--- config.mk ---
export PLATFORM = sky130hd
export DESIGN_NAME = cell_operand_bank
export DESIGN_NICKNAME = d
export VERILOG_FILES = /design/src/rtl/cell_operand_bank.sv
export SDC_FILE = /design/constraint.sdc
export NUM_CORES = 1
export LEC_CHECK = 0
export ABC_AREA = 1
export CAP_MARGIN = 25
export CELL_PAD_IN_SITES_DETAIL_PLACEMENT = 1
export CELL_PAD_IN_SITES_GLOBAL_PLACEMENT = 1
export CORE_MARGIN = 8
export CORE_UTILIZATION = 35
export CTS_BUF_LIST = sky130_fd_sc_hd__clkbuf_8
export DETAILED_ROUTE_END_ITERATION = 7
export PLACE_DENSITY = 0.82
export REMOVE_ABC_BUFFERS = 1
export SYNTH_ARGS = -nofsm -noshare
export SYNTH_HDL_FRONTEND = slang
export SYNTH_SLANG_ARGS = --single-unit
--- constraint.sdc ---
create_clock -name clk -period 2.45 [get_ports clk]
set_input_delay 0.6125 -clock clk [delete_from_list [all_inputs] [get_ports clk]]
set_output_delay 0.6125 -clock clk [all_outputs]
set_load 0.005 [all_outputs]
--- src/rtl/cell_operand_bank.sv ---
// ---------------------------------------------------------------------------
// cell_operand_bank
//
// Eight-entry operand register bank that feeds an external combinational ALU
// cell. The host fills registers through the load port; the instruction port
// latches the cell controls, lets the cell evaluate for one cycle, then writes
// the cell result back into a destination register and pulses done.
//
// Parameters
//   WIDTH         data word width (default 32)
//
// Ports
//   clk           single clock, all state changes on its rising edge
//   rst_n         synchronous active-low reset
//   load_valid    host write request
//   load_ready    bank can accept a host write (high in IDLE)
//   load_addr     host write register index
//   load_data     host write data
//   instr_valid   instruction request
//   instr_ready   bank can accept an instruction (IDLE with no load pending)
//   instr_sel0    operand 0 register select
//   instr_sel1    operand 1 register select
//   instr_dst     destination register index
//   instr_selop   ALU cell operation select
//   instr_bypass  ALU cell bypass control
//   reg0..reg7    register contents, wired to the cell operand inputs
//   cell_sel0     latched operand 0 select
//   cell_sel1     latched operand 1 select
//   cell_selop    latched operation select
//   cell_bypass   latched bypass control
//   cell_result   combinational result from the ALU cell
//   done          one-cycle strobe following each writeback
//   zero_flag     (only with CELL_BANK_ZERO_FLAG_EN) result of the last
//                 writeback was zero
//
// Optional feature macro: CELL_BANK_ZERO_FLAG_EN
// ---------------------------------------------------------------------------
module cell_operand_bank #(
   parameter int WIDTH = 32
) (
   input  logic             clk,
   input  logic             rst_n,
   input  logic             load_valid,
   output logic             load_ready,
   input  logic [2:0]       load_addr,
   input  logic [WIDTH-1:0] load_data,
   input  logic             instr_valid,
   output logic             instr_ready,
   input  logic [2:0]       instr_sel0,
   input  logic [2:0]       instr_sel1,
   input  logic [2:0]       instr_dst,
   input  logic [1:0]       instr_selop,
   input  logic             instr_bypass,
   output logic [WIDTH-1:0] reg0,
   output logic [WIDTH-1:0] reg1,
   output logic [WIDTH-1:0] reg2,
   output logic [WIDTH-1:0] reg3,
   output logic [WIDTH-1:0] reg4,
   output logic [WIDTH-1:0] reg5,
   output logic [WIDTH-1:0] reg6,
   output logic [WIDTH-1:0] reg7,
   output logic [2:0]       cell_sel0,
   output logic [2:0]       cell_sel1,
   output logic [1:0]       cell_selop,
   output logic             cell_bypass,
   input  logic [WIDTH-1:0] cell_result,
   output logic             done
`ifdef CELL_BANK_ZERO_FLAG_EN
   ,
   output logic             zero_flag
`endif
);

   typedef enum logic {
      IDLE  = 1'b0,
      ISSUE = 1'b1
   } state_t;

   state_t           state;
   logic [WIDTH-1:0] regs [8];
   logic [2:0]       dst_q;

   // The handshake ready signals come straight from the state register.
   // A pending load blocks the instruction port so the load always wins a
   // same-cycle contest and the instruction simply retries next cycle.
   assign load_ready  = (state == IDLE);
   assign instr_ready = (state == IDLE) && !load_valid;

   // Register file contents are exposed permanently to the ALU cell.
   assign reg0 = regs[0];
   assign reg1 = regs[1];
   assign reg2 = regs[2];
   assign reg3 = regs[3];
   assign reg4 = regs[4];
   assign reg5 = regs[5];
   assign reg6 = regs[6];
   assign reg7 = regs[7];

   // Main controller. In IDLE a load writes the register file directly, or
   // an instruction latches the cell controls and moves to ISSUE. During
   // ISSUE the cell sees stable selects and the current register values, so
   // a destination that matches a source still reads the old value; the
   // result is committed on the edge that leaves ISSUE. done defaults low
   // every cycle so it only survives the single cycle after a writeback.
   // Reset overrides everything, which also discards an instruction that
   // was in flight.
   always_ff @(posedge clk) begin
      if (!rst_n) begin
         state       <= IDLE;
         for (int i = 0; i < 8; i++) begin
            regs[i] <= '0;
         end
         cell_sel0   <= '0;
         cell_sel1   <= '0;
         cell_selop  <= '0;
         cell_bypass <= 1'b0;
         dst_q       <= '0;
         done        <= 1'b0;
`ifdef CELL_BANK_ZERO_FLAG_EN
         zero_flag   <= 1'b0;
`endif
      end else begin
         done <= 1'b0;
         case (state)
            IDLE: begin
               if (load_valid) begin
                  regs[load_addr] <= load_data;
               end else if (instr_valid) begin
                  cell_sel0   <= instr_sel0;
                  cell_sel1   <= instr_sel1;
                  cell_selop  <= instr_selop;
                  cell_bypass <= instr_bypass;
                  dst_q       <= instr_dst;
                  state       <= ISSUE;
               end
            end
            ISSUE: begin
               regs[dst_q] <= cell_result;
               done        <= 1'b1;
`ifdef CELL_BANK_ZERO_FLAG_EN
               zero_flag   <= (cell_result == '0);
`endif
               state       <= IDLE;
            end
            default: begin
               state <= IDLE;
            end
         endcase
      end
   end

endmodule

Word-level counts from Yosys, hierarchy flattened
Memories as Yosys holds them, arrays and structs flattened.
Index checks and enable logic that the tools add are counted.
Widths: inputs -> output; s select.
{"block": "op_classes", "n_mux": 17, "bitwise_logic": 2, "reduce_logical": 5}
{"op": "$mux 32", "count": 2}
{"op": "$reduce_or 32->1", "count": 2}
{"op": "$mux 1", "count": 12}
{"op": "$mux 3", "count": 2}
{"op": "$reduce_and 3->1", "count": 1}
{"op": "$not 1->1", "count": 2}
{"op": "$pmux 1 s2", "count": 1}
{"op": "$logic_and 1x1->1", "count": 1}
{"op": "$logic_not 1->1", "count": 1}
{"block": "totals", "register_bits": 14, "ram_bits": 256, "inputBits": 83, "out_inout_bits": 268, "elab_cells": 32, "mem_count": 1}
{"memory": "regs", "words": 8, "width": 32, "rd": 8, "rd_clocked_by_memory_dff": 0, "wr": 8, "line_no": "80", "text": "logic [WIDTH-1:0] regs [8];"}

Logic depth before layout (Yosys ltp)
Gate-level depths: netlist of run 1.
{"block": "logic_depth", "depth_word": 7, "depth_mapped": 9, "depth_no_buf": 6}

Worst setup path before layout of run 1
OpenSTA, ideal clock, no wires.
{"block": "synth_path", "path_kind": "input -> register", "from": "input rst_n", "to": "memory regs[0][0], enable pin", "setup_time_ps": 389, "t_arrival_ps": 2139, "required_time_ps": 2061, "slack_ps": -78, "cell_stages": 6, "path_buffers": 2, "cell_sequence": "buf_2 nand2_1 nor2_4 nand2_4 buf_6 nand2_1"}
{"element": "start: declaration", "line_no": "42", "text": "input logic rst_n,"}
{"element": "end: declaration", "line_no": "80"}

Worst setup path after layout of run 1
{"block": "layout_path", "from": "input load_valid", "to": "output instr_ready"}
{"block": "layout_between", "elab_chain_len": 2}
{"element": "start: declaration", "line_no": "43", "text": "input logic load_valid,"}
{"element": "$logic_not 1->1", "line_no": "87", "text": "assign instr_ready = (state == IDLE) && !load_valid;"}
{"element": "$logic_and 1x1->1", "line_no": "87"}
{"element": "end: declaration", "line_no": "48", "text": "output logic instr_ready,"}
No other way between the ends.

==> impl_metrics.py, run 1 <==
metrics = {
    "final_layout": {
        "final_cell_mix": "clkdlybuf4s50_1, edfxtp_1, nor2_2",
        "area_growth_syn_to_layout_pct": 47.28,
        "drive_above_1_share_pct": 34.63,
        "stdcell_count": 1563,
        "n_antenna_cell": 0,
        "fin_util_pct": 51.95,
        "mostFrequentLayoutCell": "clkdlybuf4s50_1",
        "final_nets": 1213,
    },
    "power": {
        "clock_power_share_pct": 34.7,
        "combPwrFrac_pct": 12.5,
        "pwr-share-seq_pct": 52.7,
        "p_per_area_nw_per_um2": 622.2,
        "switching_share_pct": 24.27,
        "p_leak_nw": 5.970,
        "intPower_w": 0.007664,
        "irDropWorstVdd_uv": 388.1,
        "p_switching_w": 0.002456,
        "power_w": 0.01012,
    },
    "routing": {
        "wire_per_inst_um": 23.67,
        "drt_pass1_iterations": 4,
        "antenna_left": 0,
        "routed_via_density": 4.682,
        "drt_iter0_markers": 317,
        "vias": 7318,
        "remaining_drc_errors": 0,
        "postRouteWirelength_um": 37000,
    },
    "cts": {
        "post_cts_resized": 0,
        "htree_levels": 2,
        "cts_tree": "built",
        "cts.path.max_buffers": 3,
        "path_clk_slew_ns": 0.06,
        "clk_latency_ns": 0.53,
        "cts_hold_buf": 0,
        "clock-sinks": 270,
        "cts_made_buffers": 46,
        "root_buffer": "clkbuf_8",
        "cts_setup_buffers": 0,
    },
    "timing": {
        "layout_setup_ws_ns": 0.1633,
        "finalMaxSlewViolations": 0,
        "worst_pin_slew_ns": 0.5070,
        "finClkSkew_ns": 0.01197,
        "hold_viol": 0,
        "period_share_pct": 93.33,
        "setup_viol": 0,
        "relSlewSlack_pct": 66.20,
        "period_minus_slack_ns": 2.287,
        "rsz0062_at_grt": "no",
        "fmax_mhz": 437.3,
        "tns_ns": 0,
    },
    "worst_setup_path": {
        "worstPathMaxFanout": 3,
        "start_kind": "primary input",
        "required_ns": 1.84,
        "critPathArrivalTime_ns": 1.67,
        "r2r_setup_slack_ns": 0.47,
        "cp-end-kind": "output port",
        "path_class": "in -> out",
    },
    "yosys": {
        "postSynthAreaPerCell_um2": 15.45,
        "yosysWarnings": 0,
        "syn-cell-area_um2": 11040,
        "synth.distinct_cells": 23,
        "ys_ff_latch": 270,
        "synth-seq-area-share_pct": 72.14,
        "syn_inst": 715,
    },
    "flow_run": {
        "cap_violations": 0,
    },
    "place": {
        "gp_congestion": 0.8171,
        "numPortBuffers": 350,
        "post-place-cells": 1484,
        "dp_slack_ns": -0.07899,
        "hpwl_um": 27540,
    },
    "global_routing": {
        "gr-usage-met3_pct": 6.074,
        "gr-usage-met2_pct": 33.29,
        "grt_pass1_vias": 8340,
        "grtUsageMet1_pct": 22.64,
        "antenna_found_initial": 0,
        "grt_max_degree": 33,
        "grt_pass1_wl_um": 54860,
        "grt.overflow.total": 0,
        "grt_usage_pct": 19.39,
        "top_usage_layer": "met2",
    },
    "floorplanning": {
        "coreArea_um2": 31310,
        "num_rows": 65,
        "die_area_um2": 37500,
        "ios": 351,
        "fp.dieW_um": 193.6,
        "dieHeight_um": 193.6,
        "start_util_pct": 35.27,
    },
    "status": {
        "outcome": "finished, final reports clean",
    },
    "min_path": {
        "hold_path.class": "reg -> reg",
    },
}
==> logic make-up (layout without fill, tap and decap cells) <==
group / count (synthesis) / after routing / synth area share (%)
AOI/OAI and AO/OA: 47 / 47 / 5.121
buffers and inverters: 47 / 493 / 3.603
DFF: 270 / 270 / 72.14
and+or+nand+nor: 351 / 351 / 19.13
==> critical path: stages <==
cell and delay [ns]:
clkdlybuf4s50_1 0.41, nor2_2 0.13, clkdlybuf4s50_1 0.52
==> per-layer routing <==
layer | vias to the layer above | part of all wire, %
met2 | 325 | 49
met3 | 74 | 7.3
li1 | 3277 | -
met4 | 0 | 3.6
met5 | - | 0
met1 | 3642 | 40
==> sequential cells by signal (all words and copies together), names as in the netlist <==
| signal | flops |
|---|---|
| cell_bypass | 1 |
| cell_sel0 | 3 |
| cell_sel1 | 3 |
| cell_selop | 2 |
| done | 1 |
| dst_q | 3 |
| regs | 256 |
| state | 1 |
==> cell usage after synthesis <==
cell	instances	share of area, %
clkinv_1	1	0.034
o21ai_4	28	4.1
dfxtp_1	14	2.5
buf_6	28	2.9
buf_2	4	0.18
edfxtp_1	256	70
buf_4	1	0.068
a21oi_1	3	0.14
nand2_4	8	0.82
nor2_1	43	1.5
or2_1	30	1.7
inv_4	1	0.057
nand3_1	6	0.27
or2_0	1	0.057
nor2_4	6	0.61
o21ai_2	4	0.32
nand2_1	15	0.51
clkbuf_1	3	0.10
o21ai_0	12	0.54
nand2_2	8	0.45
nor2_2	233	13
or2_2	1	0.057
inv_1	9	0.31
==> power by group through the flow <==
stage	registers (W)	logic (W)	clock network, W
detailed placement	0.00543	0.00129	0
CTS	0.00534	0.00129	0.00362
finish	0.00534	0.00127	0.00351
global placement	0.00542	0.00126	0
floorplan	0.00544	0.000364	0
global route	0.00535	0.00135	0.00379
==> final timing paths <==
path | startpoint | end | cells past startpoint
setup / recovery | load_valid | instr_ready | 3
hold / removal | cell_bypass | cell_bypass | 2
setup reg to reg | state | regs[3][19] | 7
hold reg to reg | cell_bypass | cell_bypass | 2
==> per-stage QoR <==
stage	instance area, um^2	hold WS (ns)
after floorplan	10690	0.4431
after global placement	15490	0.4636
after detailed placement	15490	0.4839
after CTS	16270	0.4958
after global routing	16270	0.5428
final	16270	0.4918
==> layout make-up <==
type | instances | area (um^2)
well taps | 402 | 503.0
multi-input cells | 398 | 2699
repair buffers | 403 | 4277
flip-flops and latches | 270 | 7968
inverters | 11 | 43.79
fillers | 3107 | 15050
clock inverters | 32 | 128.9
clock buffers | 47 | 646.9
(Power assumes the default switching activity.)
==> run 2, diff against run 1 <==
--- a/config.mk
+++ b/config.mk
@@ -6,7 +6,6 @@
 export NUM_CORES = 1
 export LEC_CHECK = 0
 export ABC_AREA = 1
-export CAP_MARGIN = 25
 export CELL_PAD_IN_SITES_DETAIL_PLACEMENT = 1
 export CELL_PAD_IN_SITES_GLOBAL_PLACEMENT = 1
 export CORE_MARGIN = 8
==> results of run 2 <==
Same layout as run 1: the final DEF is identical, and so are final timing and power.
